===== src/rtl/adi_dma_split_pkg.sv =====
// rtl/adi_dma_split_pkg.sv - shared constants and state encoding for the DMA packet splitter
package adi_dma_split_pkg;

  // cmd bit positions
  localparam int CMD_START = 0;
  localparam int CMD_ABORT = 1;

  // status bit positions
  localparam int ST_BUSY    = 0;
  localparam int ST_DONE    = 1;
  localparam int ST_SHORT   = 2;
  localparam int ST_PKTS_LO = 16;

  typedef enum logic [1:0] {
    IDLE  = 2'd0,
    RUN   = 2'd1,
    DRAIN = 2'd2,
    DONE  = 2'd3
  } state_t;

endpackage


===== src/rtl/adi_dma_split_skid.sv =====
// rtl/adi_dma_split_skid.sv - two-entry stream skid buffer with synchronous flush
//  clk, rst, flush                 : clock, sync active-high reset, sync flush
//  s_tdata/s_tvalid/s_tready       : upstream side
//  m_tdata/m_tvalid/m_tready       : downstream side (registered)
//  empty                           : nothing held in either entry
module adi_dma_split_skid #(
  parameter int W = 65
) (
  input  logic         clk,
  input  logic         rst,
  input  logic         flush,
  input  logic [W-1:0] s_tdata,
  input  logic         s_tvalid,
  output logic         s_tready,
  output logic [W-1:0] m_tdata,
  output logic         m_tvalid,
  input  logic         m_tready,
  output logic         empty
);

  logic [W-1:0] skid_tdata;
  logic         skid_tvalid;
  logic         push;
  logic         pop;

  // The skid entry only fills while the output entry is stalled, so a free
  // skid slot is enough to guarantee room for one more beat.
  assign s_tready = ~skid_tvalid;
  assign empty    = ~m_tvalid & ~skid_tvalid;
  assign push     = s_tvalid & s_tready;
  assign pop      = m_tvalid & m_tready;

  always_ff @(posedge clk) begin
    if (rst || flush) begin
      m_tvalid    <= 1'b0;
      m_tdata     <= '0;
      skid_tvalid <= 1'b0;
      skid_tdata  <= '0;
    end else if (!m_tvalid || pop) begin
      // Output slot frees up: the older skid beat goes first to keep order.
      if (skid_tvalid) begin
        m_tdata     <= skid_tdata;
        m_tvalid    <= 1'b1;
        skid_tvalid <= 1'b0;
      end else begin
        m_tvalid <= push;
        if (push) m_tdata <= s_tdata;
      end
    end else if (push) begin
      skid_tdata  <= s_tdata;
      skid_tvalid <= 1'b1;
    end
  end

endmodule


===== src/rtl/adi_dma_split.sv =====
// rtl/adi_dma_split.sv - re-cuts one long DMA stream into num_pkts packets of pkt_len beats
//  AXIS_ACLK, AXIS_ARESET         : clock, sync active-high reset
//  S_AXIS_*                       : long input stream from DMA
//  M_AXIS_*                       : packetised output with regenerated TLAST
//  cmd                            : [0] start (rising edge), [1] abort (level)
//  num_pkts, pkt_len              : run shape, latched on start
//  status                         : [0] busy, [1] done, [2] short_pkt, [31:16] pkts_sent
module adi_dma_split
  import adi_dma_split_pkg::*;
#(
  parameter int DATA_W = 64,
  parameter int LEN_W  = 16,
  parameter int CNT_W  = 32
) (
  input  logic              AXIS_ACLK,
  input  logic              AXIS_ARESET,
  input  logic [DATA_W-1:0] S_AXIS_TDATA,
  input  logic              S_AXIS_TVALID,
  input  logic              S_AXIS_TLAST,
  output logic              S_AXIS_TREADY,
  output logic [DATA_W-1:0] M_AXIS_TDATA,
  output logic              M_AXIS_TVALID,
  output logic              M_AXIS_TLAST,
  input  logic              M_AXIS_TREADY,
  input  logic [31:0]       cmd,
  input  logic [CNT_W-1:0]  num_pkts,
  input  logic [LEN_W-1:0]  pkt_len,
  output logic [31:0]       status
);

  state_t             state;
  logic               start_q;
  logic [CNT_W-1:0]   num_l;
  logic [LEN_W-1:0]   len_l;
  logic [LEN_W-1:0]   beat_cnt;
  logic [CNT_W-1:0]   in_pkts;
  logic [CNT_W-1:0]   pkts_sent;
  logic               done_r;
  logic               short_r;

  logic               start_edge;
  logic               abort;
  logic               run;
  logic               s_hs;
  logic               m_hs;
  logic               at_boundary;
  logic               cut;
  logic               last_pkt;
  logic               skid_s_tready;
  logic               skid_empty;
  logic [DATA_W:0]    skid_m_tdata;
  logic               unused_cmd;

  assign unused_cmd  = ^cmd[31:2];

  assign start_edge  = cmd[CMD_START] & ~start_q;
  assign abort       = cmd[CMD_ABORT];
  assign run         = (state == RUN);

  assign S_AXIS_TREADY = run & skid_s_tready;
  assign s_hs          = S_AXIS_TVALID & S_AXIS_TREADY;
  assign m_hs          = M_AXIS_TVALID & M_AXIS_TREADY;

  // Packet closes on the length boundary or on an upstream TLAST, whichever
  // comes first; beats past the boundary never exist because the boundary cuts.
  assign at_boundary = (beat_cnt == len_l - LEN_W'(1));
  assign cut         = at_boundary | S_AXIS_TLAST;
  // num_l == 0 means run forever, so never report the final packet.
  assign last_pkt    = (num_l != '0) && ((in_pkts + CNT_W'(1)) == num_l);

  always_ff @(posedge AXIS_ACLK) begin
    if (AXIS_ARESET) begin
      state     <= IDLE;
      start_q   <= 1'b0;
      num_l     <= '0;
      len_l     <= '0;
      beat_cnt  <= '0;
      in_pkts   <= '0;
      pkts_sent <= '0;
      done_r    <= 1'b0;
      short_r   <= 1'b0;
    end else begin
      start_q <= cmd[CMD_START];

      if (m_hs && M_AXIS_TLAST) pkts_sent <= pkts_sent + CNT_W'(1);

      if (abort) begin
        state <= IDLE;
      end else begin
        case (state)
          IDLE, DONE: begin
            if (start_edge) begin
              state     <= RUN;
              num_l     <= num_pkts;
              len_l     <= (pkt_len == '0) ? LEN_W'(1) : pkt_len;
              beat_cnt  <= '0;
              in_pkts   <= '0;
              pkts_sent <= '0;
              done_r    <= 1'b0;
              short_r   <= 1'b0;
            end
          end
          RUN: begin
            if (s_hs) begin
              beat_cnt <= cut ? '0 : beat_cnt + LEN_W'(1);
              if (S_AXIS_TLAST && !at_boundary) short_r <= 1'b1;
              if (cut) begin
                in_pkts <= in_pkts + CNT_W'(1);
                if (last_pkt) state <= DRAIN;
              end
            end
          end
          DRAIN: begin
            if (skid_empty) begin
              state  <= DONE;
              done_r <= 1'b1;
            end
          end
          default: state <= IDLE;
        endcase
      end
    end
  end

  adi_dma_split_skid #(
    .W (DATA_W + 1)
  ) u_skid (
    .clk      (AXIS_ACLK),
    .rst      (AXIS_ARESET),
    .flush    (abort),
    .s_tdata  ({cut, S_AXIS_TDATA}),
    .s_tvalid (S_AXIS_TVALID & run),
    .s_tready (skid_s_tready),
    .m_tdata  (skid_m_tdata),
    .m_tvalid (M_AXIS_TVALID),
    .m_tready (M_AXIS_TREADY),
    .empty    (skid_empty)
  );

  assign M_AXIS_TDATA = skid_m_tdata[DATA_W-1:0];
  assign M_AXIS_TLAST = skid_m_tdata[DATA_W];

  assign status = {pkts_sent[15:0], 13'd0, short_r, done_r,
                   (state == RUN) || (state == DRAIN)};

endmodule


===== config.mk =====
export PLATFORM = sky130hd
export DESIGN_NAME = adi_dma_split
export DESIGN_NICKNAME = d
export VERILOG_FILES = /design/src/rtl/adi_dma_split_pkg.sv /design/src/rtl/adi_dma_split_skid.sv /design/src/rtl/adi_dma_split.sv
export SDC_FILE = /design/constraint.sdc
export NUM_CORES = 1
export LEC_CHECK = 0
export ABC_AREA = 1
export BUFFER_PORTS_ARGS = -buffer_cell sky130_fd_sc_hd__buf_2
export CAP_MARGIN = 5
export CORE_MARGIN = 2
export CORE_UTILIZATION = 45
export DETAILED_ROUTE_END_ITERATION = 10
export HOLD_SLACK_MARGIN = 0.15
export PLACE_DENSITY_LB_ADDON = 0.25
export RECOVER_POWER = 50
export SYNTH_ARGS = -nofsm -noshare
export SYNTH_HDL_FRONTEND = slang
export SYNTH_SLANG_ARGS = --single-unit
export TNS_END_PERCENT = 30

===== constraint.sdc =====
create_clock -name AXIS_ACLK -period 4.8 [get_ports AXIS_ACLK]
set_input_delay 0.48 -clock AXIS_ACLK [delete_from_list [all_inputs] [get_ports AXIS_ACLK]]
set_output_delay 0.48 -clock AXIS_ACLK [all_outputs]
set_load 0.02 [all_outputs]

==> results.txt <==
Finished Core Util: 0.539
max cap viols: 2
clk_skew: 0.00854 ns
final slew viol count: 111
most frequent cells in the layout: 383 x nand2_1, 274 x nor2_1, 248 x dfxtp_1, 187 x o21ai_0, 123 x inv_1
DP Worst Slack: 2.00 ns
top cells by area, synth: dfxtp_1 42%, nand2_1 12%, nor2_1 8.7%
post-synth top area cell: dfxtp_1
RSZ-0062 raised after global routing: no
Setup Viol. Count Final: 0
DP Cell Count: 2141
routed len/inst: 14.4 µm
GPL Wtd Cong: 0.876
worst path required time: 5.26 ns
Yosys top cell area share: 0.421
Synth cell types: 43
crit-path max FO: 64
Slew @ Worst Pin: 2.64 ns
input/output buffers: 204
nets: 2015
Area Overhead vs Synth: 18.1%
area of the multi-input gates: 0.00593 mm²
core box area: 0.0259 mm²
Initial Util: 0.457
failing checks: capacitance limit, slew limit
cells after synthesis: 1669
pin count of the biggest net entering global routing: 67
fin worst setup slack: 1.28 ns
critical path type: flip-flop to flip-flop
Slew Limit Headroom: -0.763
DR DRC count: 0
reg2reg start: state[1]
H-tree depth: 1
row cnt: 59
Worst Reg-to-Reg Cells: 8
FMAX: 284 MHz
1st-iter DRT viols: 626
total wire length: 31900 µm
status: finished with violations
clk_lat worst skew: 0.54 ns
Critical Path Start: state[1]
worst min path class: primary input to flip-flop
CTS max path bufs: 3
GRT Overall Usage: 0.229
CTS Sinks: 249
FF/Latch Area: 0.00499 mm²
IO Pins: 248
commonest non-fill, non-tap cell in the layout: nand2_1
HPWL Detailed: 22100 µm
Final min period: 3.52 ns
Pleak: 0.00550 µW
Synth Cell Area: 0.0118 mm²
VDD IR max: 0.296 mV
drt first pass iters: 5
Num CTS Buffers: 28
total number of vias: 11331
Finished Layout Cells: 2218
Main synth FF type: dfxtp_1
period utilization: 0.733
CP startpoint kind: flip-flop
CP Capture Type: flip-flop
vias in the first global route: 10904
sequential-to-total area share from yosys stat: 0.421
Hold Crit Depth: 3
internal reg-to-reg setup slack: 1.28 ns
Final ANT Viol Nets: 0
Clk pin slew, worst setup/hold paths: 0.06 ns
Worst setup endpoint: u_skid.skid_tdata[24]
worst reg2reg path endpoint: u_skid.skid_tdata[24]
Synth async-reset ratio: 0
Root Driver: clkbuf_16
Vias/cell: 5.11
initial antenna violation count: 7
CTS tree: yes
first-pass GRT wire length: 53400 µm
proportion of layout cells with a drive suffix above 1: 0.117
Post-synth EDFFs: 0
Overflow after GRT: 0
Avg Inst Size Synth: 7.09 µm²
final hold vios: 0
post-synthesis register bit count: 249
die area: 0.0276 mm²
Syn. warnings: 0
post-CTS setup buffer count: 0
Arr. time, crit path: 3.98 ns
Power, Total: 4730 µW
FILL cells: 2578
Fin Setup TNS: 0 ns
Die W: 166 µm
chip height: 166 µm
pwr/cell area: 339 mW/mm²
==> critical path: stages, from the launching register on <==
cell and delay (ns):
dfxtp_1 0.35, inv_1 0.07, ha_1 0.29, nand2_1 0.09, nor2_1 0.07, nand2_2 0.15
clkbuf_1 1.90, o21ai_0 0.31, nor2_1 0.20
==> layer usage <==
metal  wire, µm  up-vias  GRT usage  part of all wire
met4        905        6     0.0692             0.028
met3       2800       62     0.0660             0.088
li1           -     5802          -                 -
met2      14500      349      0.386              0.45
met1      13700     5112      0.284              0.43
met5         28        -          0           0.00088
==> area by class of cell <==
type                       count  area share
antenna                        4    0.000716
clock buffer                  41      0.0594
inverter                     128      0.0344
multi-input combinational   1211       0.424
clock inverter                 9     0.00627
timing repair buffer         241      0.0885
tap                          335      0.0300
sequential                   249       0.357
==> synth_stat cells (all sizes together) (2+ instances only) <==
cell type,instances
a211oi,2
a21oi,26
a31oi,65
buf,28
clkbuf,65
dfxtp,249
ha,7
inv,127
nand2,392
nand3,100
nand3b,4
nand4,7
nor2,287
nor3,19
nor3b,2
nor4,5
o21ai,189
o22ai,24
or2,2
xnor2,13
xnor3,6
xor2,43
==> stage by stage <==
step | area [µm²] | hold WS (ns)
final | 14000 | 0.174
after global routing | 14000 | 0.198
after CTS | 14100 | 0.159
after detailed placement | 13000 | 0.472
after global placement | 13000 | 0.462
after floorplan | 11900 | 0.452
==> what timing repair did <==
| action | CTS | global route |
|---|---|---|
| hold buffers | 23 | 0 |
| endpoints found under the hold margin | 23 | 0 |
| gates resized for setup | 0 | 0 |
==> registers in the layout, summed over array words and instances, names as in the netlist <==
name	count
in_pkts	32
pkts_sent	16
u_skid.m_tvalid	1
beat_cnt	16
start_q	1
state	2
len_l	16
num_l	32
short_r	1
u_skid.skid_tvalid	1
u_skid.m_tdata	65
u_skid.skid_tdata	65
done_r	1
==> worst min path at each step <==
stage	start	endpoint
2_1_floorplan	len_l[15]	len_l[15]
3_3_place_gp	u_skid.skid_tdata[0]	u_skid.skid_tdata[0]
3_5_place_dp	u_skid.skid_tdata[61]	u_skid.m_tdata[61]
4_1_cts	num_pkts[9]	num_l[9]
5_1_grt	S_AXIS_TDATA[23]	u_skid.skid_tdata[23]
6_report	num_pkts[9]	num_l[9]
==> cells by family (layout without fill, tap and decap cells) <==
kind of cell,Yosys count,after routing,synth area share
other,1,17,0.000317
XOR/XNOR,63,63,0.0549
flip-flops,249,249,0.421
AO/OA/AOI/OAI,309,309,0.147
AND/OR/NAND/NOR,819,819,0.289
buffers and inverters,221,419,0.0806
adder cells (fa/ha/maj),7,7,0.00740
==> power by group <==
part	internal, µW	leakage [µW]	switching, µW
Combinational	179	0.00303	308
Clock	1250	0.000453	859
Sequential	2110	0.00201	32.1
(Power assumes the default switching activity.)
